### src/rtl/multimode_ring_counter_pkg.sv
// Shared encodings for the multimode ring/Johnson counter.
package counter_pkg;

    localparam logic MODE_RING    = 1'b0;
    localparam logic MODE_JOHNSON = 1'b1;
    localparam logic DIR_LEFT     = 1'b0;
    localparam logic DIR_RIGHT    = 1'b1;

endpackage

### src/rtl/multimode_ring_counter_if.sv
// Control/status bundle between a sequencer client (master) and the counter (slave).
interface multimode_ring_counter_if #(
    parameter int N = 4
);
    localparam int PW = $clog2(2 * N);

    logic          en;
    logic          mode;
    logic          dir;
    logic          load;
    logic [N-1:0]  load_val;
    logic [N-1:0]  counter;
    logic [PW-1:0] pos;
    logic          wrap;
    logic          illegal;

    modport master (
        output en, mode, dir, load, load_val,
        input  counter, pos, wrap, illegal
    );

    modport slave (
        input  en, mode, dir, load, load_val,
        output counter, pos, wrap, illegal
    );

endinterface

### src/rtl/multimode_ring_counter_decode.sv
// Combinational legality check and position decode of a counter pattern.
module counter_state_decode
    import counter_pkg::*;
#(
    parameter int N  = 4,
    parameter int PW = $clog2(2 * N)
) (
    input  logic [N-1:0]  value,
    input  logic          mode,
    output logic          legal,
    output logic [PW-1:0] pos
);

    localparam logic [PW-1:0] ONE = PW'(1);

    logic [PW-1:0] ones;
    logic [PW-1:0] trans;
    logic [PW-1:0] idx;

    // Count set bits / adjacent transitions and find the set bit, then classify.
    always_comb begin
        ones  = '0;
        trans = '0;
        idx   = '0;
        for (int i = 0; i < N; i++) begin
            if (value[i]) begin
                ones = ones + ONE;
                idx  = PW'(i);
            end
        end
        for (int i = 0; i < N - 1; i++) begin
            if (value[i] != value[i+1]) begin
                trans = trans + ONE;
            end
        end
        if (mode == MODE_RING) begin
            legal = (ones == ONE);
            pos   = idx;
        end else begin
            // A Johnson pattern has a single boundary between its 1-run and 0-run.
            legal = (trans <= ONE);
            if (value[0]) begin
                pos = ones;
            end else if (ones == '0) begin
                pos = '0;
            end else begin
                pos = PW'(2 * N) - ones;
            end
        end
    end

endmodule

### src/rtl/multimode_ring_counter.sv
// Ring / Johnson shift counter with direction, load, self-correction and wrap pulse.
module multimode_ring_counter
    import counter_pkg::*;
#(
    parameter int N = 4
) (
    input  logic                      clk,
    input  logic                      reset,
    multimode_ring_counter_if.slave   bus
);

    localparam int PW = $clog2(2 * N);
    localparam logic [PW-1:0] ONE = PW'(1);

    logic [N-1:0]  counter_q, counter_d;
    logic [PW-1:0] pos_q, pos_d;
    logic          wrap_q, wrap_d;
    logic          illegal_q, illegal_d;
    logic          mode_q, mode_d;

    logic          cur_legal, load_legal;
    logic [PW-1:0] cur_pos, load_pos;
    logic [PW-1:0] last_pos;

    function automatic logic [N-1:0] seed(input logic m);
        return (m == MODE_JOHNSON) ? '0 : N'(1);
    endfunction

    function automatic logic [N-1:0] step(input logic [N-1:0] c, input logic m, input logic d);
        logic fb;
        if (d == DIR_LEFT) begin
            fb = (m == MODE_JOHNSON) ? ~c[N-1] : c[N-1];
            return {c[N-2:0], fb};
        end else begin
            fb = (m == MODE_JOHNSON) ? ~c[0] : c[0];
            return {fb, c[N-1:1]};
        end
    endfunction

    counter_state_decode #(.N(N), .PW(PW)) u_cur_decode (
        .value (counter_q),
        .mode  (mode_q),
        .legal (cur_legal),
        .pos   (cur_pos)
    );

    counter_state_decode #(.N(N), .PW(PW)) u_load_decode (
        .value (bus.load_val),
        .mode  (mode_q),
        .legal (load_legal),
        .pos   (load_pos)
    );

    assign last_pos = (mode_q == MODE_JOHNSON) ? PW'(2 * N - 1) : PW'(N - 1);

    // Next state: mode change > load > enable > hold.
    always_comb begin
        counter_d = counter_q;
        pos_d     = pos_q;
        wrap_d    = 1'b0;
        illegal_d = 1'b0;
        mode_d    = mode_q;
        if (bus.mode != mode_q) begin
            mode_d    = bus.mode;
            counter_d = seed(bus.mode);
            pos_d     = '0;
        end else if (bus.load) begin
            if (load_legal) begin
                counter_d = bus.load_val;
                pos_d     = load_pos;
            end else begin
                counter_d = seed(mode_q);
                pos_d     = '0;
                illegal_d = 1'b1;
            end
        end else if (bus.en) begin
            if (!cur_legal) begin
                counter_d = seed(mode_q);
                pos_d     = '0;
                illegal_d = 1'b1;
            end else begin
                counter_d = step(counter_q, mode_q, bus.dir);
                if (bus.dir == DIR_LEFT) begin
                    pos_d = (cur_pos == last_pos) ? '0 : cur_pos + ONE;
                end else begin
                    pos_d = (cur_pos == '0) ? last_pos : cur_pos - ONE;
                end
                wrap_d = (counter_d == seed(mode_q));
            end
        end
    end

    // State registers with synchronous active-low reset that seeds for the requested mode.
    always_ff @(posedge clk) begin
        if (!reset) begin
            counter_q <= seed(bus.mode);
            pos_q     <= '0;
            wrap_q    <= 1'b0;
            illegal_q <= 1'b0;
            mode_q    <= bus.mode;
        end else begin
            counter_q <= counter_d;
            pos_q     <= pos_d;
            wrap_q    <= wrap_d;
            illegal_q <= illegal_d;
            mode_q    <= mode_d;
        end
    end

    assign bus.counter = counter_q;
    assign bus.pos     = pos_q;
    assign bus.wrap    = wrap_q;
    assign bus.illegal = illegal_q;

endmodule

### src/flat_wrapper.sv
// flat-port wrapper written by rule: the top's interface ports become plain ports
module multimode_ring_counter_flat import counter_pkg::*;
#(
    parameter int N = 4
)
  (clk, reset, bus_en, bus_mode, bus_dir, bus_load, bus_load_val, bus_counter, bus_pos, bus_wrap, bus_illegal);
  multimode_ring_counter_if #(.N(N)) bus_i ();
  input  logic clk;
  input  logic reset;
  input wire logic [$bits(bus_i.en)-1:0] bus_en;
  input wire logic [$bits(bus_i.mode)-1:0] bus_mode;
  input wire logic [$bits(bus_i.dir)-1:0] bus_dir;
  input wire logic [$bits(bus_i.load)-1:0] bus_load;
  input wire logic [$bits(bus_i.load_val)-1:0] bus_load_val;
  output wire logic [$bits(bus_i.counter)-1:0] bus_counter;
  output wire logic [$bits(bus_i.pos)-1:0] bus_pos;
  output wire logic [$bits(bus_i.wrap)-1:0] bus_wrap;
  output wire logic [$bits(bus_i.illegal)-1:0] bus_illegal;
  assign bus_i.en = bus_en;
  assign bus_i.mode = bus_mode;
  assign bus_i.dir = bus_dir;
  assign bus_i.load = bus_load;
  assign bus_i.load_val = bus_load_val;
  assign bus_counter = bus_i.counter;
  assign bus_pos = bus_i.pos;
  assign bus_wrap = bus_i.wrap;
  assign bus_illegal = bus_i.illegal;
  multimode_ring_counter #(.N(N)) u_core (.clk(clk), .reset(reset), .bus(bus_i));
endmodule
### config.mk
export PLATFORM = sky130hd
export DESIGN_NAME = multimode_ring_counter_flat
export DESIGN_NICKNAME = d
export VERILOG_FILES = /design/src/rtl/multimode_ring_counter_pkg.sv /design/src/rtl/multimode_ring_counter_if.sv /design/src/rtl/multimode_ring_counter_decode.sv /design/src/rtl/multimode_ring_counter.sv /design/src/flat_wrapper.sv
export SDC_FILE = /design/constraint.sdc
export NUM_CORES = 1
export LEC_CHECK = 0
export CAP_MARGIN = 20
export CORE_MARGIN = 10
export CORE_UTILIZATION = 51
export DETAILED_ROUTE_END_ITERATION = 10
export PLACE_DENSITY = 0.77
export SYNTH_ARGS = -nofsm -noshare
export SYNTH_HDL_FRONTEND = slang
export SYNTH_SLANG_ARGS = --single-unit
export TNS_END_PERCENT = 10
### constraint.sdc
create_clock -name clk -period 3.05 [get_ports clk]
set_input_delay 0.61 -clock clk [delete_from_list [all_inputs] [get_ports clk]]
set_output_delay 0.61 -clock clk [all_outputs]
set_load 0.01 [all_outputs]
# Word level (Yosys, flattened, before mapping)
# Cells that the tools add are included.
[word_totals]
ff_bits = 10
output_inout_bits = 9
elab_cells = 102
input_bits = 10
[op_classes]
bitwise_logic = 5
n_reduce_logical = 6
order_cmp = 2
eq_ne = 13
n_addsub = 14
mux = 57
[ops]
columns = ["op", "n"]
rows = [
  ["3-bit 2-to-1 mux", 28],
  ["4-bit 2-to-1 mux", 11],
  ["3-bit by 1-bit adder with 3-bit output (second input constant)", 9],
  ["1-bit 2-to-1 mux", 18],
  ["3-bit zero test", 3],
  ["1-bit != test", 7],
  ["3-bit by 1-bit == test with 1-bit output (second input constant)", 2],
  ["3-bit by 1-bit less-or-equal comparator with 1-bit output (second input constant)", 2],
  ["1-bit by 3-bit subtractor with 3-bit output (first input constant)", 2],
  ["1-bit NOT", 5],
  ["5-bit OR reduction", 1],
  ["1-bit by 1-bit adder with 2-bit output (second input constant)", 2],
  ["4-bit == test", 1],
  ["4-bit by 1-bit != test with 1-bit output (second input constant)", 1],
  ["3-bit == test", 1],
  ["3-bit by 1-bit subtractor with 3-bit output (second input constant)", 1],
  ["2-bit by 1-bit != test with 1-bit output (second input constant)", 1],
  ["2-bit nonzero test", 1],
  ["2-bit OR reduction", 1],
]

# Logic depth before layout (Yosys ltp)
[depth]
depth_word = 18
mapped_depth = 16
depth_no_buf = 14

# By module
# From an unflattened synthesis, not the netlist that was laid out.
[unflattened]
hier_cells = 168
hier_area_um2 = 1431.4
[modules_own_cells]
columns = ["mod", "cells_per_inst", "seq_area_each_um2", "instances", "area_each_um2"]
rows = [
  ["multimode_ring_counter", 79, 250.2, 1, 765.7],
  ["counter_state_decode (u_core.u_cur_decode)", 45, 0.0, 1, 334.1],
  ["counter_state_decode (u_core.u_load_decode)", 44, 0.0, 1, 331.6],
]

# Worst setup path before layout
# OpenSTA, ideal clock, no wires.
[synth_path]
path_kind = "reg2reg"
from = "reg u_core.counter_q[0], in the netlist u_core.bus.counter[0]"
to = "reg u_core.pos_q[2], in the netlist u_core.bus.pos[2]"
path_slack_ns = -0.378
arrival_ns = 3.295
synth_period_minus_slack_ns = 3.428
path_stages_with_launch = 14
path_cell_list = "edfxtp_1 > clkbuf_1 > inv_1 > ha_1 > buf_4 > xor2_2 > ha_1 > xnor2_1 > o21ai_0 > o21a_1 > ha_1 > xnor3_1 > a2111oi_2 > nor4_1"
[synth_between]
elab_chain_cells = 17
[synth_rtl]
columns = ["item", "line_no", "source"]
rows = [
  ["start, declared", "multimode_ring_counter.sv:15", "logic [N-1:0] counter_q, counter_d;"],
  ["start signal, assigned", "multimode_ring_counter.sv:96", "counter_q <= seed(bus.mode);"],
  ["start signal, assigned", "multimode_ring_counter.sv:102", "counter_q <= counter_d;"],
  ["1-bit 2-to-1 mux", "multimode_ring_counter_decode.sv:26", "if (value[i]) begin"],
  ["1-bit by 1-bit adder with 2-bit output", "multimode_ring_counter_decode.sv:27", "ones = ones + ONE;"],
  ["3-bit 2-to-1 mux", "multimode_ring_counter_decode.sv:26", ""],
  ["3-bit by 1-bit adder with 3-bit output", "multimode_ring_counter_decode.sv:27", ""],
  ["3-bit 2-to-1 mux", "multimode_ring_counter_decode.sv:26", ""],
  ["3-bit by 1-bit adder with 3-bit output", "multimode_ring_counter_decode.sv:27", ""],
  ["3-bit 2-to-1 mux", "multimode_ring_counter_decode.sv:26", ""],
  ["1-bit by 3-bit subtractor with 3-bit output or 3-bit zero test (tied branches)", "multimode_ring_counter_decode.sv:47, multimode_ring_counter_decode.sv:44", ""],
  ["3-bit 2-to-1 mux", "multimode_ring_counter_decode.sv:44", "end else if (ones == '0) begin"],
  ["3-bit 2-to-1 mux", "multimode_ring_counter_decode.sv:42", "if (value[0]) begin"],
  ["3-bit 2-to-1 mux", "multimode_ring_counter_decode.sv:36", "if (mode == MODE_RING) begin"],
  ["3-bit by 1-bit adder with 3-bit output (tied with other cells)", "multimode_ring_counter.sv:84", "pos_d = (cur_pos == last_pos) ? '0 : cur_pos + ONE;"],
  ["3-bit 2-to-1 mux (on tied branches)", "multimode_ring_counter.sv:84, multimode_ring_counter.sv:86", ""],
  ["3-bit 2-to-1 mux", "multimode_ring_counter.sv:83", "if (bus.dir == DIR_LEFT) begin"],
  ["3-bit 2-to-1 mux (*)", "multimode_ring_counter.sv:77", "if (!cur_legal) begin"],
  ["3-bit 2-to-1 mux (*)", "multimode_ring_counter.sv:76", "end else if (bus.en) begin"],
  ["3-bit 2-to-1 mux (*)", "multimode_ring_counter.sv:67", "end else if (bus.load) begin"],
  ["end signal, assigned", "multimode_ring_counter.sv:103", "pos_q <= pos_d;"],
  ["end, declared", "multimode_ring_counter.sv:16", "logic [PW-1:0] pos_q, pos_d;"],
]
# Mark *: on every way between the ends. The rest lies on a longest branch, timed or not. The select of a mux whose other input is x is not followed.
# A chain may end at the register's enable or synchronous reset.

# Final worst setup path
# Same ends and word-level chain as after synthesis.

==> reports/qor.log <==
[final_layout] flip-flop and latch area 250 µm²
[global_routing] overflow left after global routing 0
[global_routing] wire length of the first global-routing pass 7100 µm
[global_routing] antenna violations before repair 0
[power_and_ir_drop] combinational power share 68.7%
[final_layout] Final #Nets 257
[power_and_ir_drop] total power after layout 0.860 mW
[worst_setup_path] critical path arrival 3.05 ns
[worst_setup_path] Crit Path Category register to register
[timing] Worst Skew 0.00172 ns
[die] top-level port count 19
[timing] worst max-slew margin expressed relative to the limit 63.7%
[placed_design] DPL Wire Length 3280 µm
[final_layout] proportion of layout cells with a drive suffix above 1 27.9%
[timing] Final Slew Violations 0
[synthesis] Yosys cell types 58
[synthesis] simple-gate area share of the yosys netlist 21.9%
[synthesis] number of enable-type register cells in the synthesized netlist 5
[worst_setup_path] number of logic stages on the critical path including buffering 11
[power_and_ir_drop] Pleak 0.880 nW
[power_and_ir_drop] switching share of power 43.4%
[synthesis] share of the synthesized netlist area taken by xor and xnor gates 10.3%
[synthesis] largest family of logic cells by synthesized area compound AO/OA/AOI/OAI gates
[clock_tree] Max clock buf depth 2
[worst_setup_path] endpoint of the worst setup timing path u_core.bus.pos[2]
[synthesis] fraction of the mapped netlist area in adder cells 16.7%
[final_layout] fin area 2070 µm²
[global_routing] total track usage 15.8%
[power_and_ir_drop] maximum ir drop on the vdd rail 0.335 mV
[synthesis] Avg Inst Size Synth 8.19 µm²
[die] Starting Density 54.7%
[power_and_ir_drop] power spent charging and discharging nets 0.373 mW
[synthesis] share of async-settable or async-resettable flops after synthesis 0%
[placed_design] GP Congestion 0.954
[synthesis] flip-flop and latch count after synthesis 10
[power_and_ir_drop] power density over the cells 415 nW/µm²
[synthesis] post-synthesis instance area 1550 µm²
[job] number of maximum-capacitance violations 0
[hold_path] class of the most critical hold timing path register to register
[synthesis] ys flop type edfxtp_1
[clock_tree] buffer type at the clock tree root clkbuf_4
[clock_tree] H-tree depth 1
[routing] Iter 0 DRT Violations 162
[timing] fin crit share 95.1%
[routing] overall via count from detail_route 1573
[worst_setup_path] cell type of the slowest stage on the worst timing path edfxtp_1
[worst_setup_path] reg-to-reg startpoint u_core.bus.counter[0]
[worst_setup_path] required time worst endpoint 3.20 ns
[global_routing] number of global-route vias before repair 1575
[timing] Fin Hold WS 0.600 ns
[worst_setup_path] internal reg-to-reg setup slack 0.15 ns
[timing] number of hold violations in the final report 0
[worst_setup_path] delay of the slowest cell on the worst path 0.40 ns
[synthesis] number of warnings reported in the yosys synthesis log 0
[die] die height 75.1 µm
[timing] Final setup viols 0
[routing] drt via density 6.12
[final_layout] diodes inserted 0
[routing] Remaining DRCs 0
[hold_path] worst hold start u_core.bus.pos[0]
[placed_design] Post-DP Area 1880 µm²
[worst_setup_path] endpoint of the worst-slack reg-to-reg timing path u_core.bus.pos[2]
[die] area of the die 5640 µm²
[worst_setup_path] CP top delay family simple AND/OR/NAND/NOR gates
[worst_setup_path] Worst Reg2Reg Path Length in Cells 11
[power_and_ir_drop] cell-internal power 0.486 mW
[power_and_ir_drop] share of total power in the clock network 11.6%
[routing] post-DR wirelength/cell 17.4 µm
[power_and_ir_drop] Sequential Power Share 19.7%
[routing] total length of routed wires 4470 µm
[timing] final critical-path required period 2.90 ns
[worst_setup_path] endpoint kind of the worst setup timing path register
[die] standard cell core area 2830 µm²
[worst_setup_path] worst-path cell chain inv_2, buf_4, ha_1, o21ai_4, ha_4, nor4bb_1, or3_4, nor2_2, xnor3_1, a2111oi_4, nor4_2
[clock_tree] clk sinks 10
[routing] router iterations before antenna repair 4
[synthesis] mux cell area share after synthesis 3.23%
[clock_tree] Reg clk slew, reported paths 0.07 ns
[worst_setup_path] critical path launch point u_core.bus.counter[0]
[worst_setup_path] buffers and inverters on the worst path 2
[synthesis] synthesized netlist cell count 189
[clock_tree] Inserted Clock Buffers 3
[routing] ANT nets after route 0
[timing] transition time at the pin with the least slew margin 0.531 ns
[synthesis] register area share after synthesis 16.2%
[die] number of rows created at floorplan 19
[clock_tree] CTS tree built
[global_routing] pin count of the biggest net entering global routing 16
[final_layout] area added between synthesis and finish 33.9%
[outcome] outcome complete, no violations
[synthesis] synthesized-area fraction occupied by ao, oa, aoi and oai cells 24.0%
[synthesis] syn nets 219
[final_layout] combined area of the multi-input logic cells 1310 µm²
[die] chip width 75.1 µm
[placed_design] Port Buffers 18
[clock_tree] clock latency at the later pin of the worst-skew pair 0.28 ns
[timing] maximum frequency from static timing analysis 345 MHz
[worst_setup_path] nature of the critical path startpoint register
[final_layout] Final Util 73.2%
[worst_setup_path] largest driver fanout on the critical path 5
[final_layout] Layout fillers 204
[clock_tree] number of buffers inserted for hold repair after clock tree synthesis 0
## Yosys cell counts, drive strengths merged (2+ instances only)
master / instances / area (µm²)
nor4: 3 / 18.8
nor3: 7 / 35.0
nor2b: 4 / 25.0
a31oi: 3 / 18.8
buf: 5 / 32.5
o211ai: 4 / 35.0
a2111oi: 2 / 23.8
nand2b: 2 / 12.5
a31o: 2 / 17.5
a22oi: 4 / 30.0
clkbuf: 3 / 11.3
nor2: 17 / 66.3
mux2i: 5 / 50.1
o21ai: 9 / 48.8
inv: 19 / 71.3
o211a: 2 / 20.0
o21a: 2 / 15.0
edfxtp: 5 / 150
a211oi: 4 / 40.0
xnor2: 9 / 86.3
dfxtp: 5 / 100
o311ai: 2 / 25.0
xor2: 5 / 51.3
ha: 19 / 238
nand2: 14 / 52.6
nand3: 7 / 35.0
a21oi: 7 / 35.0
and2: 2 / 12.5
a211o: 2 / 17.5
## cell type report
class                           instances  area share, %
Clock buffer                            3           1.09
Timing Repair Buffer                   41           17.8
Multi-Input combinational cell        151           63.3
Inverter                               20           3.62
Tap cell                               31           1.87
Clock inverter                          1          0.181
Sequential cell                        10           12.1
## state kept, by name, summed over array words and instances, names as in the netlist
signal              flops
u_core.bus.pos          3
u_core.mode_q           1
u_core.bus.counter      4
u_core.bus.illegal      1
u_core.bus.wrap         1
## power groups by stage
stage          logic, mW  registers (mW)  clock network (mW)
2_1_floorplan      0.362           0.171                   0
3_3_place_gp       0.479           0.170                   0
3_5_place_dp       0.501           0.171                   0
4_1_cts            0.515           0.168              0.0986
5_1_grt            0.647           0.171               0.102
6_report           0.591           0.169              0.0997
## through the flow
step	std cells	setup TNS [ns]	setup slack [ns]
final	257	0	0.149
after global routing	257	-0.0161	-0.0161
after CTS	251	0	0.0220
after detailed placement	247	-1.91	-0.342
after global placement	247	-0.792	-0.192
after floorplan	189	0	0.00626
## worst min-delay path by stage
stage	cells after the start	endpoint	slack [ns]
finish	2	u_core.bus.pos[0]	0.60
global route	2	u_core.bus.pos[0]	0.65
CTS	2	u_core.bus.pos[0]	0.60
detailed placement	2	u_core.bus.pos[0]	0.58
global placement	2	u_core.bus.pos[0]	0.55
floorplan	2	u_core.bus.pos[0]	0.59
## tightest hold or removal path, delay by kind of cell, from the launching register on
kind / cells / cell delay (ns)
and+or+nand+nor: 1 / 0.07
AOI/OAI and AO/OA: 1 / 0.15
DFF: 1 / 0.34
## cell usage in the layout, fill, tap and decap left out, types with 4 or more instances in the layout
cell type	synthesis	final
mux2i_1	5	4
nand3_1	7	7
a21oi_1	7	6
nand2_1	14	14
buf_4	1	20
nor2_1	16	13
nor2_2	1	4
ha_1	19	11
inv_2	2	4
o21ai_0	5	4
a22oi_1	4	4
clkdlybuf4s50_1	0	16
inv_1	17	15
dfxtp_1	5	5
edfxtp_1	5	5
nor3_1	7	7
xnor2_1	8	6
ha_2	0	5
nor2b_1	4	4
## logic make-up (layout without fill, tap and decap cells)
group,after synthesis,in the layout
AOI/OAI and AO/OA,47,47
xor gates and xnor gates,15,15
adders and majority gates,20,20
buffers and inverters,28,65
DFF,10,10
muxes,5,5
and+or+nand+nor,64,64
## layer usage
layer,up-vias,track usage [%],wire length [µm]
met1,745,18.1,1790
met5,-,0,0
met3,11,3.29,297
met4,0,5.88,85
li1,758,-,-
met2,59,28.1,2300
## timing repair
action	in CTS	in global routing
resized for setup	3	23
pin swaps	2	12
setup endpoints to repair	3	7
buffers inserted	0	6
cloned	0	0
Note: power is estimated with default switching activity, not from simulation.
